==> config.mk <==
export PLATFORM = sky130hd
export DESIGN_NAME = i2c_bus_condition_gen
export DESIGN_NICKNAME = d
export VERILOG_FILES = /design/src/rtl/i2c_bus_condition_gen.sv
export SDC_FILE = /design/constraint.sdc
export NUM_CORES = 1
export LEC_CHECK = 0
export CORE_MARGIN = 2
export CORE_UTILIZATION = 45
export CTS_CLUSTER_DIAMETER = 40
export DETAILED_ROUTE_END_ITERATION = 8
export DONT_BUFFER_PORTS = 1
export GPL_TIMING_DRIVEN = 0
export PLACE_DENSITY = 0.63
export SLEW_MARGIN = 30
export SYNTH_ARGS = -nofsm -noshare
export SYNTH_HDL_FRONTEND = slang
export SYNTH_SLANG_ARGS = --single-unit
export TNS_END_PERCENT = 50
==> constraint.sdc <==
create_clock -name clk -period 2.7 [get_ports clk]
set_input_delay 0.27 -clock clk [delete_from_list [all_inputs] [get_ports clk]]
set_output_delay 0.27 -clock clk [all_outputs]
set_load 0.02 [all_outputs]
==> src/rtl/i2c_bus_condition_gen.sv <==
// i2c_bus_condition_gen
// Generates I2C START, REPEATED START and STOP conditions on open-drain
// SCL/SDA enables. Each phase lasts div_reg+1 clocks, and div_reg is
// captured when a command is accepted.
// Optional build macro I2C_CLK_STRETCH_EN: while the slave holds SCL low,
// phases that release SCL keep their counter at zero.
module i2c_bus_condition_gen #(
  parameter int CTR_WIDTH = 16
) (
  input  logic                 clk,
  input  logic                 reset_n,
  input  logic                 cmd_valid,
  input  logic [1:0]           cmd,
  output logic                 cmd_ready,
  input  logic [CTR_WIDTH-1:0] divisor,
  input  logic                 scl_in,
  output logic                 scl_oe,
  output logic                 sda_oe,
  output logic                 busy,
  output logic                 done
);

  typedef enum logic [2:0] {
    IDLE    = 3'd0,
    RESTART = 3'd1,
    START1  = 3'd2,
    START2  = 3'd3,
    START3  = 3'd4,
    STOP1   = 3'd5,
    STOP2   = 3'd6,
    STOP3   = 3'd7
  } state_t;

  state_t               state;
  state_t               state_next;
  logic [CTR_WIDTH-1:0] ctr;
  logic [CTR_WIDTH-1:0] ctr_next;
  logic [CTR_WIDTH-1:0] div_reg;
  logic                 accept;
  logic                 stretch_hold;

  // Pad drive levels {scl_oe, sda_oe} for each active phase.
  function automatic logic [1:0] phase_outs(input state_t s);
    case (s)
      RESTART: phase_outs = 2'b10;
      START1:  phase_outs = 2'b00;
      START2:  phase_outs = 2'b01;
      START3:  phase_outs = 2'b11;
      STOP1:   phase_outs = 2'b11;
      STOP2:   phase_outs = 2'b01;
      STOP3:   phase_outs = 2'b00;
      default: phase_outs = 2'b00;
    endcase
  endfunction

  // Successor phase in each sequence. RESTART enters the START sequence.
  function automatic state_t phase_succ(input state_t s);
    case (s)
      RESTART: phase_succ = START1;
      START1:  phase_succ = START2;
      START2:  phase_succ = START3;
      STOP1:   phase_succ = STOP2;
      STOP2:   phase_succ = STOP3;
      default: phase_succ = IDLE;
    endcase
  endfunction

  assign cmd_ready = (state == IDLE);
  assign accept    = cmd_valid && (state == IDLE) && (cmd != 2'b00);

`ifdef I2C_CLK_STRETCH_EN
  // Only the phases that release SCL can be stretched by the slave.
  assign stretch_hold = !scl_in &&
                        ((state == START1) || (state == START2) ||
                         (state == STOP2)  || (state == STOP3));
`else
  logic unused_scl_in;
  assign unused_scl_in = scl_in;
  assign stretch_hold  = 1'b0;
`endif

  // Next-state and phase counter logic.
  always_comb begin
    state_next = state;
    ctr_next   = ctr;
    if (state == IDLE) begin
      if (accept) begin
        ctr_next = '0;
        case (cmd)
          2'b01:   state_next = START1;
          2'b10:   state_next = RESTART;
          default: state_next = STOP1;
        endcase
      end
    end else if (stretch_hold) begin
      ctr_next = '0;
    end else if (ctr == div_reg) begin
      ctr_next   = '0;
      state_next = phase_succ(state);
    end else begin
      ctr_next = ctr + 1'b1;
    end
  end

  // State, counter, divisor capture and registered outputs. In IDLE the
  // enables keep their last level so that the bus stays owned after START.
  always_ff @(posedge clk or negedge reset_n) begin
    if (!reset_n) begin
      state   <= IDLE;
      ctr     <= '0;
      div_reg <= '0;
      scl_oe  <= 1'b0;
      sda_oe  <= 1'b0;
      busy    <= 1'b0;
      done    <= 1'b0;
    end else begin
      state <= state_next;
      ctr   <= ctr_next;
      if (accept) begin
        div_reg <= divisor;
      end
      busy <= (state_next != IDLE);
      done <= (state != IDLE) && (state_next == IDLE);
      if (state_next != IDLE) begin
        {scl_oe, sda_oe} <= phase_outs(state_next);
      end
    end
  end

endmodule

# Yosys cells after proc, flatten, opt, wreduce, memory -nomap -nowiden
# Index checks and enable logic that the tools add are counted.
# classes
addsub,1
n_mul,0
div,0
magnitude_cmp,0
eq_ne,14
shift,0
n_mux,9
bitwise_logic,0
n_reduce_logical,10
# op_table
operator,n
two-way mux 16 bit,3
adder 16 x 1 -> 16 bit (second input constant),1
equality test 16 bit,1
equality test 3 bit (second input constant),5
one-hot mux 3 bit (5 select lines),1
equality test 3 x 2 -> 1 bit (second input constant),3
two-way mux 3 bit,3
equality test 3 x 1 -> 1 bit (second input constant),2
zero test 3 bit,2
one-hot mux 2 bit (3 select lines),1
one-hot mux 3 bit (2 select lines),1
nonzero test 3 bit,2
OR reduction 2 bit,2
logical AND 1 bit,3
equality test 2 x 1 -> 1 bit (second input constant),1
equality test 2 bit (second input constant),1
inequality test 2 x 1 -> 1 bit (second input constant),1
nonzero test 2 bit,1
# totals
reg_bits,39
latchBits,0
mem_bits_rw,0
romBits,0
output_inout_bits,5
wordCells,41
mem_count,0

# Depth between registers and ports, before layout
# logic_depth
ltp_word,8
mapped_depth,10

# Worst setup path after synthesis
# No wires, ideal clock.
# synth_path
path_kind,flip-flop to flip-flop
startpoint,register state[0]
endpoint,register busy
setup_time_ns,0.131
t_arrival_ns,2.077
required_time_ns,2.569
slack_ns,0.491
stages_incl_launch_ff,11
path_buffers,2
period_less_slack_ns,2.209
path_cell_list,dfrtp_1 inv_1 ha_1 nand2b_1 clkbuf_1 inv_1 nand2_1 o21ai_0 or2_0 buf_2 or3_1
# synth_between
elab_chain_len,6
elab_cells_between_ends,13
classes_between,eq/ne (5); mux (4); reduce/logical (4)
# synth_lines
element,line,text
"start, declared",34,state_t state;
"start signal, assigned",117,state <= state_next;
zero test 3 bit *,--,
named net cmd_ready,14,"output logic cmd_ready,"
logical AND 1 bit (2 in a row),69,assign accept = cmd_valid && (state == IDLE) && (cmd != 2'b00);
two-way mux 3 bit,87,if (accept) begin
two-way mux 3 bit *,86,if (state == IDLE) begin
named net state_next[1],35,state_t state_next;
nonzero test 3 bit *,122,busy <= (state_next != IDLE);
"end signal, assigned",122,
"end, declared",19,"output logic busy,"
# The timed path passes the listed nets; every way through them passes the cells marked *.
# A chain may end at the register's enable or synchronous reset.

# Final worst setup path
# layout_path
startpoint,register state[0]
endpoint,register div_reg[11]
# layout_between
elab_chain_len,3
# layout_lines
element,line,text
zero test 3 bit,69,
logical AND 1 bit (2 in a row),69,
"end signal, assigned",120,div_reg <= divisor;
"end, declared",38,logic [CTR_WIDTH-1:0] div_reg;
# Every way passes these cells.

==> results.cfg <==
[status]
status = finished clean

[min_path]
hp-start = divisor[9]
hp-class = in2reg

[timing]
rsz0062_at_grt = true
finalHoldViolations = 0
period_share_pct = 98.39
max_slew_margin_pct = 51.41
finClkSkew_ps = 7.982
setup_violations = 0
maxSlewViolCount = 0
worstMarginPinSlew_ps = 726.2
post-route-min-period_ps = 2657
fmax_mhz = 376.4

[yosys]
yosysSeqAreaShare_pct = 46.85
yosys-top-cells-area = dfrtp_1 47%, mux2_2 9.2%, xnor2_1 7.6%, ha_1 5.4%, o21ai_0 4.1%
synth_nets = 226
ys.flop_type = dfrtp_1
async_flop_share_pct = 100.0
yosysWarningCount = 0
syn_area_sq_um = 2083
synth_edf_count = 0
yosysTopAreaCellShare_pct = 46.85
synth_cell_type_count = 35
syn_area_per_cell_sq_um = 10.68
yosysTopAreaCell = dfrtp_1
ys_ff_latch = 39
syn_inst = 195

[clock_tree]
worstSkewPairLatency_ps = 280
root_buffer = clkbuf_8
cts_made_buffers = 5
cts_tree = built
clock_path_buffers = 2
htree_num_levels = 2
clk_pin_slew_worst_paths_ps = 80
cts_sinks = 39

[place]
gp_congestion = 0.8201
hpwlAfterDp_um = 3043
dp_cells = 247
numPortBuffers = 0

[power_and_ir_drop]
power_mw = 2.287
sw_frac_of_total_pct = 37.84
seqPwrFrac_pct = 47.0
internal_power_mw = 1.421
p_per_area_nw_per_um2 = 1010
p_comb_share_pct = 36.8
irDropWorstVdd_uv = 435.0
clkPwrFrac_pct = 16.2
p_switching_mw = 0.8652
p_leak_nw = 0.9908

[setup_path]
slowest_stage = nor2_1
crit_end = div_reg[11]
reg2reg_to = div_reg[11]
critical_path_class = reg2reg
rrSetupSlack_ps = 40
setup.worst_path.start = state[0]
worstPathRequired_ps = 2870
crit_family = buffers and inverters
endpoint_kind = flop
startpoint_type = flop
path_max_fanout = 10
crit_top_cell = clkbuf_1
r2r_start = state[0]
worst-path-buf-inv = 3
path_depth = 7
critical_path_arrival_ps = 2830
critical_path.cell_chain = inv_1 -> ha_1 -> nand2b_1 -> clkbuf_1 -> nor2_1 -> clkbuf_1 -> mux2_2
reg2reg_depth = 7
max_stage_delay_ps = 600

[detailed_routing]
via_count = 1461
drc_errors = 0
drt-initial-drc-count = 87
firstDrtPassIters = 4
wirelength_um = 4103
postRouteAntennaNets = 0
via_per_inst = 5.685
routedWlPerCell_um = 15.96

[floorplanning]
num_rows = 24
die_area_sq_um = 5190
initial_core_util_pct = 47.19
ioPinCount = 27
die_w_um = 72.04
core_sq_um = 4414
die_h_um = 72.04

[layout]
drive_above_1_share_pct = 15.61
nets = 235
num_antenna_cells = 0
syn2layout_area_growth_pct = 8.649
finalNonFillerCells = 257

[run]
drv_cap = 0

[grt]
grt_max_degree = 40
grt_remaining_overflow = 0
groute.usage.overall_pct = 17.39
grt_pass1_wl_um = 7024
antenna_found_initial = 0
grt_pass1_vias = 1446
[cells in the mapped netlist, types with 2 or more instances]
cell type  number
or2_2           2
xnor2_1        18
dfrtp_1        39
ha_1            9
mux2_2         17
nor2_1          4
and3_1          6
nor3_1          6
nand4_1         5
nand2_1        18
nand2b_1        2
o21ai_0        17
nand3_1         6
inv_1           6
and3_2          2
a21o_1          6
nor3b_1         6
xor2_1          5
clkbuf_1        5
[through the flow]
step	util, %	setup TNS, ps	instance area [sq um]	hold WS (ps)	worst slack (ps)
floorplan	-	0	2083	-25.59	491.4
global placement	48.67	0	2148	-24.31	140.4
detailed placement	48.67	0	2148	-24.26	69.13
CTS	51.19	0	2260	120.4	51.13
global route	51.28	-1422	2263	113.4	-143.9
finish	51.28	0	2263	130.0	43.43
[power by group through the flow]
| stage | registers (mW) | logic, mW | clock network, mW |
|---|---|---|---|
| 6_report | 1.08 | 0.841 | 0.370 |
| 5_1_grt | 1.11 | 0.958 | 0.414 |
| 4_1_cts | 1.08 | 0.843 | 0.387 |
| 3_5_place_dp | 1.09 | 0.824 | 0 |
| 3_3_place_gp | 1.08 | 0.793 | 0 |
| 2_1_floorplan | 1.03 | 0.684 | 0 |
[how the worst min path moves through the flow]
stage	end	depth (start not counted)
2_1_floorplan	busy	0
3_3_place_gp	done	0
3_5_place_dp	ctr[14]	0
4_1_cts	div_reg[9]	1
5_1_grt	div_reg[9]	1
6_report	div_reg[9]	1
[per-layer routing]
metal,up-vias,part of all wire [%],GRT usage (%)
met5,-,0,0
met4,0,0.71,3.983
met3,4,4.0,4.583
met2,28,48,26.75
met1,721,48,24.80
li1,708,-,-
[cell usage in the layout, fill, tap and decap left out, drive strengths merged, types with 6 or more instances in the layout]
cell / count
a21o: 6
and3: 8
clkbuf: 12
dfrtp: 39
ha: 9
inv: 6
mux2: 17
nand2: 18
nand3: 6
nor3: 6
nor3b: 6
o21ai: 17
xnor2: 18
[logic make-up after synthesis]
logic type,share of synthesized area (%)
flip-flops,46.85
multiplexers,9.670
AND/OR/NAND/NOR,16.16
AO/OA/AOI/OAI,10.03
buffers and inverters,2.222
adder cells (fa/ha/maj),5.406
XOR/XNOR,9.670
[what timing repair did]
| action | 4_1_cts | 5_1_grt |
|---|---|---|
| resized for setup | 0 | 1 |
| setup buffers | 0 | 0 |
| hold endpoints to repair | 39 | 0 |
| endpoints found under the setup margin | 0 | 11 |
| hold buffers | 2 | 0 |
[final cells by class]
| type | count | area (sq um) |
|---|---|---|
| inverters | 6 | 22.52 |
| flip-flops and latches | 39 | 975.9 |
| well taps | 52 | 65.06 |
| plain buffers | 6 | 23.77 |
| multi-input cells | 144 | 1065 |
| clock inverters | 1 | 5.005 |
| repair buffers | 2 | 30.03 |
| fillers | 414 | 2151 |
| clock buffers | 7 | 76.32 |
Power figures use the tool's default switching activity.
